`src/rtl/stp_pkg.sv`:
```
// Shared constants and helpers for the stop-watch counter chain.
// Field moduli, direction encoding and a minimum-width helper.
package stp_pkg;

    localparam int STP_SEC_MOD = 60;
    localparam int STP_MIN_MOD = 60;
    localparam int STP_HR_MOD  = 24;

    localparam logic STP_DIR_UP   = 1'b0;
    localparam logic STP_DIR_DOWN = 1'b1;

    // Smallest count width able to hold 0..mod-1.
    function automatic int stp_width(input int mod);
        for (int w = 1; w < 32; w++) begin
            if ((1 << w) >= mod) return w;
        end
        return 32;
    endfunction

endpackage

```
`src/rtl/stp_lap_capture.sv`:
```
// Lap capture register with valid/ack handshake and sticky overflow flag.
// Present only in builds that define STP_LAP_EN.
module stp_lap_capture #(
    parameter int WIDTH = 8
) (
    input  logic             i_clk,
    input  logic             i_rst_n,
    input  logic             i_clr,
    input  logic             i_lap,
    input  logic             i_lap_ack,
    input  logic [WIDTH-1:0] i_count,
    output logic [WIDTH-1:0] o_lap_val,
    output logic             o_lap_valid,
    output logic             o_lap_ovf
);

    logic [WIDTH-1:0] r_lap_val;
    logic             r_lap_valid;
    logic             r_lap_ovf;
    logic             w_overwrite;

    // An ack arriving alongside a new capture retires the old value, so no overflow.
    assign w_overwrite = i_lap & r_lap_valid & ~i_lap_ack;

    always_ff @(posedge i_clk) begin
        if (!i_rst_n) begin
            r_lap_val   <= '0;
            r_lap_valid <= 1'b0;
        end else if (i_lap) begin
            r_lap_val   <= i_count;
            r_lap_valid <= 1'b1;
        end else if (i_lap_ack) begin
            r_lap_valid <= 1'b0;
        end
    end

    always_ff @(posedge i_clk) begin
        if (!i_rst_n) begin
            r_lap_ovf <= 1'b0;
        end else if (i_clr) begin
            r_lap_ovf <= 1'b0;
        end else if (w_overwrite) begin
            r_lap_ovf <= 1'b1;
        end
    end

    assign o_lap_val   = r_lap_val;
    assign o_lap_valid = r_lap_valid;
    assign o_lap_ovf   = r_lap_ovf;

endmodule

```
`src/rtl/stp_count_mod.sv`:
```
// Modulo-MOD up/down counter stage with pause, load and cascadable carry.
// Define STP_LAP_EN to add the lap-capture ports and register.
module stp_count_mod
    import stp_pkg::*;
#(
    parameter int MOD   = 24,
    parameter int WIDTH = 8
) (
    input  logic             CLK,
    input  logic             rst_n,
    input  logic             run,
    input  logic             clr,
    input  logic             dir,
    input  logic             tick,
    input  logic             load,
    input  logic [WIDTH-1:0] load_val,
    output logic [WIDTH-1:0] count,
    output logic             carry
`ifdef STP_LAP_EN
    ,
    input  logic             lap,
    input  logic             lap_ack,
    output logic [WIDTH-1:0] lap_val,
    output logic             lap_valid,
    output logic             lap_ovf
`endif
);

    localparam logic [WIDTH-1:0] TERM    = WIDTH'(MOD - 1);
    localparam logic [WIDTH:0]   MOD_EXT = (WIDTH + 1)'(MOD);

    logic [WIDTH-1:0] r_count;
    logic [WIDTH-1:0] w_up;
    logic [WIDTH-1:0] w_down;
    logic [WIDTH-1:0] w_step;
    logic [WIDTH-1:0] w_load_sat;
    logic             w_at_term;
    logic             w_step_en;

    // Wraps are decoded explicitly so no intermediate value exceeds MOD-1.
    assign w_up       = (r_count == TERM) ? '0 : r_count + 1'b1;
    assign w_down     = (r_count == '0) ? TERM : r_count - 1'b1;
    assign w_step     = (dir == STP_DIR_DOWN) ? w_down : w_up;
    assign w_load_sat = ({1'b0, load_val} >= MOD_EXT) ? TERM : load_val;

    assign w_at_term  = (dir == STP_DIR_DOWN) ? (r_count == '0) : (r_count == TERM);
    assign w_step_en  = tick & run;

    always_ff @(posedge CLK) begin
        if (!rst_n) begin
            r_count <= '0;
        end else if (clr) begin
            r_count <= '0;
        end else if (load) begin
            r_count <= w_load_sat;
        end else if (w_step_en) begin
            r_count <= w_step;
        end
    end

    // Combinational so a whole cascade wraps on a single edge.
    assign carry = rst_n & w_step_en & ~clr & ~load & w_at_term;
    assign count = r_count;

`ifdef STP_LAP_EN
    stp_lap_capture #(
        .WIDTH (WIDTH)
    ) u_lap_capture (
        .i_clk       (CLK),
        .i_rst_n     (rst_n),
        .i_clr       (clr),
        .i_lap       (lap),
        .i_lap_ack   (lap_ack),
        .i_count     (r_count),
        .o_lap_val   (lap_val),
        .o_lap_valid (lap_valid),
        .o_lap_ovf   (lap_ovf)
    );
`endif

endmodule
```
`config.mk`:
```
export PLATFORM = sky130hd
export DESIGN_NAME = stp_count_mod
export DESIGN_NICKNAME = d
export VERILOG_FILES = /design/src/rtl/stp_pkg.sv /design/src/rtl/stp_lap_capture.sv /design/src/rtl/stp_count_mod.sv
export SDC_FILE = /design/constraint.sdc
export NUM_CORES = 1
export LEC_CHECK = 0
export CELL_PAD_IN_SITES_DETAIL_PLACEMENT = 1
export CELL_PAD_IN_SITES_GLOBAL_PLACEMENT = 2
export CORE_MARGIN = 10
export CORE_UTILIZATION = 28
export CTS_BUF_LIST = sky130_fd_sc_hd__clkbuf_2 sky130_fd_sc_hd__clkbuf_4 sky130_fd_sc_hd__clkbuf_8
export DETAILED_ROUTE_END_ITERATION = 6
export PLACE_DENSITY = 0.84
export SYNTH_ARGS = -nofsm -noshare
export SYNTH_HDL_FRONTEND = slang
export SYNTH_SLANG_ARGS = --single-unit
```
`constraint.sdc`:
```
create_clock -name CLK -period 2.6 [get_ports CLK]
set_input_delay 0.65 -clock CLK [delete_from_list [all_inputs] [get_ports CLK]]
set_output_delay 0.65 -clock CLK [all_outputs]
set_load 0.1 [all_outputs]
```
After elaboration in Yosys (flattened, before gate mapping)
Index checks and enable logic that the tools add are counted.
- flip-flop bits (word level): 8
- input port bits: 15
- output and inout bits: 9
- $add $sub $neg: 2
- muxes and demuxes: 7
- order comparisons: 1
- reduce and logical (&&, ||, !) cells: 3
- bitwise gates (word level): 8
- equality and inequality tests: 1
- operator list (operator ; count):
    8-bit two-way mux ; 6
    8-bit by 1-bit adder with 8-bit output, second input constant ; 1
    8-bit by 5-bit equality test with 1-bit output, second input constant ; 1
    8-bit by 5-bit greater-or-equal comparator with 1-bit output, second input constant ; 1
    8-bit zero test ; 1
    8-bit by 1-bit subtractor with 8-bit output, second input constant ; 1
    1-bit AND ; 5
    1-bit NOT ; 3
    2-bit nonzero test ; 1
    2-bit OR reduction ; 1
    1-bit two-way mux ; 1

Depth between registers and ports, before layout
- depth in word-level cells: 5
- mapped depth: 7

Worst setup path after synthesis
Ideal clock, no wire load.
- path type: flip-flop to output port
- from: register r_count[0], in the netlist count[0]
- to: output port carry
- arrival: 4.631 ns
- stages on the path, launching flop included: 5
- data required time: 1.950 ns
- setup slack: -2.681 ns
- path through: dfxtp_1 > ha_1 > and3_1 > a21oi_1 > nor4_1
- longest elaborated chain between the ends: 3
- elaborated cells on any way between the ends: 4
- classes of those cells: eq/ne (1); mux (1); bitwise (1); reduce/logical (1)
- ends and longest elaborated chain (item ; line ; text):
    from (decl) ; stp_count_mod.sv:32 ; logic [WIDTH-1:0] r_count;
    from (signal assigned) ; stp_count_mod.sv:55 ; r_count <= w_load_sat;
    from (signal assigned) ; stp_count_mod.sv:57 ; r_count <= w_step;
    8-bit by 5-bit equality test with 1-bit output / 8-bit zero test (equally long branches) ; stp_count_mod.sv:46 ; assign w_at_term = (dir == STP_DIR_DOWN) ? (r_count == '0) : (r_count == TERM);
    1-bit two-way mux (*) ; stp_count_mod.sv:46 ;
    1-bit AND (*) ; stp_count_mod.sv:62 ; assign carry = rst_n & w_step_en & ~clr & ~load & w_at_term;
    to (decl) ; stp_count_mod.sv:18 ; output logic carry
Mark *: on every way between the ends. The rest lies on a longest branch, timed or not.

Worst setup path after layout
- from: register r_count[3], in the netlist count[3]
- to: output port carry
The elaborated chain is that of the path after synthesis.

==> metrics.md <==
| Metric | Value |
|---|---|
| Status | `complete, no violations` |
| First-pass GRT wire length | `4.554 mm` |
| Worst Skew | `approximately 0.02 ns` |
| Routed len/inst | `16.61 um` |
| Max clock buf depth | `2` |
| Cell Area, Synth | `just under 800 um^2` |
| Setup crit end | `carry` |
| PwrDens | `between 400 and 500 mW/mm^2` |
| FP Rows | `19` |
| Critical Path AT | `about 1.8 ns` |
| Max-slew violation count | `0` |
| Largest net degree at the start of global routing | `15` |
| Final hold vios | `0` |
| Root buffer cell | `clkbuf_4` |
| Hold wc startpoint | `count[6]$_SDFFE_PP0P_` |
| Clock sinks | `8` |
| Worst hold-check path type | `flip-flop to flip-flop` |
| DPL Wire Length | `around 2.2 mm` |
| Synth top area cells | `dfxtp_1, a21oi_1, nand2_1` |
| Startpoint types | `flip-flop` |
| Post-CTS Setup Inserts | `0` |
| Core ar. | `roughly 0.0027 mm^2` |
| Critical path fanouts, max | `12` |
| Share of cells above drive strength 1 | `about a third` |
| Synth warn | `0` |
| Max FFs per register | `8` |
| Sequential area share after synthesis | `around a fifth` |
| Cell Area, Placed | `about 0.0011 mm^2` |
| Setup TNS | `0 ns` |
| Rel. slew slack | `between 60% and 70%` |
| Die footprint | `0.005270 mm^2` |
| Critical Path RT | `1.95 ns` |
| Reg2Reg Setup Slack | `about 0.87 ns` |
| Synth top area share | `between 20% and 30%` |
| Antenna violations before repair | `0` |
| Critical Path Start | `count[3]$_SDFFE_PP0P_` |
| Routed vias | `a little under 900` |
| Yosys reg bits | `8` |
| DR pass1 iterations | `4` |
| Endpoints failing setup | `0` |
| Yosys top cell by area | `dfxtp_1` |
| Clock transition at path regs | `about 0.060 ns` |
| Die height | `between 70 and 80 um` |
| Distinct cells, synth | `43` |
| Worst setup path category | `flip-flop to output pin` |
| Number of synthesized flops with an enable pin | `0` |
| Antenna viol nets, final | `0` |
| Max Cap Viol | `0` |
| Async S/R FF share, synth | `0%` |
| Port bufs | `23` |
| Vias in the first global route | `1003` |
| Syn nets | `~120` |
| Worst reg2reg path startpoint | `count[0]$_SDFFE_PP0P_` |
| Worst skew pair latency | `about 0.27 ns` |
| Starting Density | `between 20 and 30%` |
| Ys flop type | `dfxtp_1` |
| Inserted Clock Buffers | `3` |
| Syn_area_per_cell | `between 7 and 8 um^2` |
| Post-Synthesis Cells | `100` |
| DRC Markers | `0` |
| Synth top cells by count | `nand2_1, nor2_1, a21oi_1` |
| WHS | `between 0.5 and 0.6 ns` |
| Drt via density | `~5.5` |
| Worst r2r path cells | `8` |
| DRT iter0 DRCs | `23` |
| Worst Tran Pin Value | `between 0.5 and 0.6 ns` |
| Final Routed Wirelength | `about 2.7 mm` |
| Leak pwr | `roughly 0.44 nW` |
| Clock tree from TritonCTS | `yes` |
| Crit. End Element | `output pin` |
| Tcrit/Tclk final | `between 90% and 100%` |
| FMAX | `between 400 and 500 MHz` |
| Final instance area | `0.001134 mm^2` |
| Minimum clock period | `2.458 ns` |
| Worst vdd ir | `~0.23 mV` |
| Diodes inserted | `0` |
| # IOs | `24` |
| GRT Total Usage | `10.58%` |
| Die width | `roughly 73 um` |
| Nets | `150` |
| Post-route worst setup slack | `approximately 0.14 ns` |
| # H-tree levels | `1` |
| Grt ovf | `0` |
| Dpl ws | `-0.1540 ns` |
| RePlAce Congestion | `0.7807` |
| Reg2reg end | `count[6]$_SDFFE_PP0P_` |
| # fillers | `between 300 and 400` |
| RSZ-0062 raised after global routing | `no` |
| Area delta synth->final | `46.37%` |
## logic make-up (layout without fill, tap and decap cells)
logic type               count (synthesis)  in the layout  share of synthesized area (%)
AO/OA/AOI/OAI                           28             28                          27.79
buffers and inverters                    8             40                          6.138
XOR/XNOR                                 4              4                          4.524
AND/OR/NAND/NOR                         49             49                          36.19
adder cells (fa/ha/maj)                  2              2                          3.231
flip-flops                               8              8                          20.68
multiplexers                             1              1                          1.454
## how the worst min path moves through the flow
stage	cells past startpoint	slack, ns	end
after CTS	2	0.54	count[6]$_SDFFE_PP0P_
after global placement	2	0.51	count[6]$_SDFFE_PP0P_
final	2	0.54	count[6]$_SDFFE_PP0P_
after global routing	2	0.58	count[6]$_SDFFE_PP0P_
after detailed placement	2	0.53	count[6]$_SDFFE_PP0P_
after floorplan	2	0.66	count[1]$_SDFFE_PP0P_
## area by class of cell
cell class	instances	area [um^2]	area share, %
Sequential cell	8	177.7	15.67
Timing Repair Buffer	33	294.0	25.94
Clock buffer	4	30.03	2.649
Tap cell	31	38.79	3.422
Inverter	3	11.26	0.9934
Multi-Input combinational cell	84	581.8	51.32
## what timing repair did
| item | 4_1_cts | 5_1_grt |
|---|---|---|
| resized for setup | 3 | 1 |
| gates cloned | 0 | 0 |
| hold buffers | 0 | 0 |
| setup endpoints to repair | 1 | 1 |
| pin swaps | 2 | 1 |
## worst max-delay path, cell delays in order (launching register included)
cell,delay [ns]
dfxtp_4,0.39
or4_4,0.59
nor4_4,0.34
buf_12,0.21
## cell usage in the layout (no fill, tap or decap), types with 2 or more instances in the layout
cell type and n:
nor2_1 11, nor4_1 2, dfxtp_2 5, and3_1 2, a21oi_1 10, inv_1 3
buf_4 18, xor2_1 2, nand2_1 11, or3_1 2, dlygate4sd2_1 3, xnor2_1 2
nor4_2 2, nand3b_1 3, ha_1 2, nand3_1 4, clkdlybuf4s50_1 10, clkbuf_4 4
dfxtp_4 3, nor3_1 2, o21ai_0 4
## metal layers
| metal | GRT usage [%] | part of all wire [%] | vias to the layer above |
|---|---|---|---|
| li1 | - | - | 438 |
| met1 | 11.15 | 43 | 433 |
| met2 | 18.98 | 51 | 18 |
| met3 | 3.265 | 6.0 | 2 |
| met4 | 4.219 | 0.37 | 0 |
| met5 | 0 | 0 | - |
## metrics by stage
step,std cells,total power (W),utilization (%)
finish,163,0.0004707,41.83
CTS,163,0.0004782,41.74
detailed placement,159,0.0003502,40.77
global route,163,0.0004966,41.83
floorplan,100,0.0002860,-
global placement,159,0.0003453,40.77
## where the power goes
| part | internal [W] | leakage (nW) | switching [W] |
|---|---|---|---|
| registers | 0.000130 | 0.0697 | 0.0000185 |
| clock network | 0.0000696 | 0.0184 | 0.0000571 |
| logic | 0.0000758 | 0.351 | 0.000120 |
| total | 0.000275 | 0.439 | 0.000196 |
Note: power is estimated with default switching activity, not from simulation.
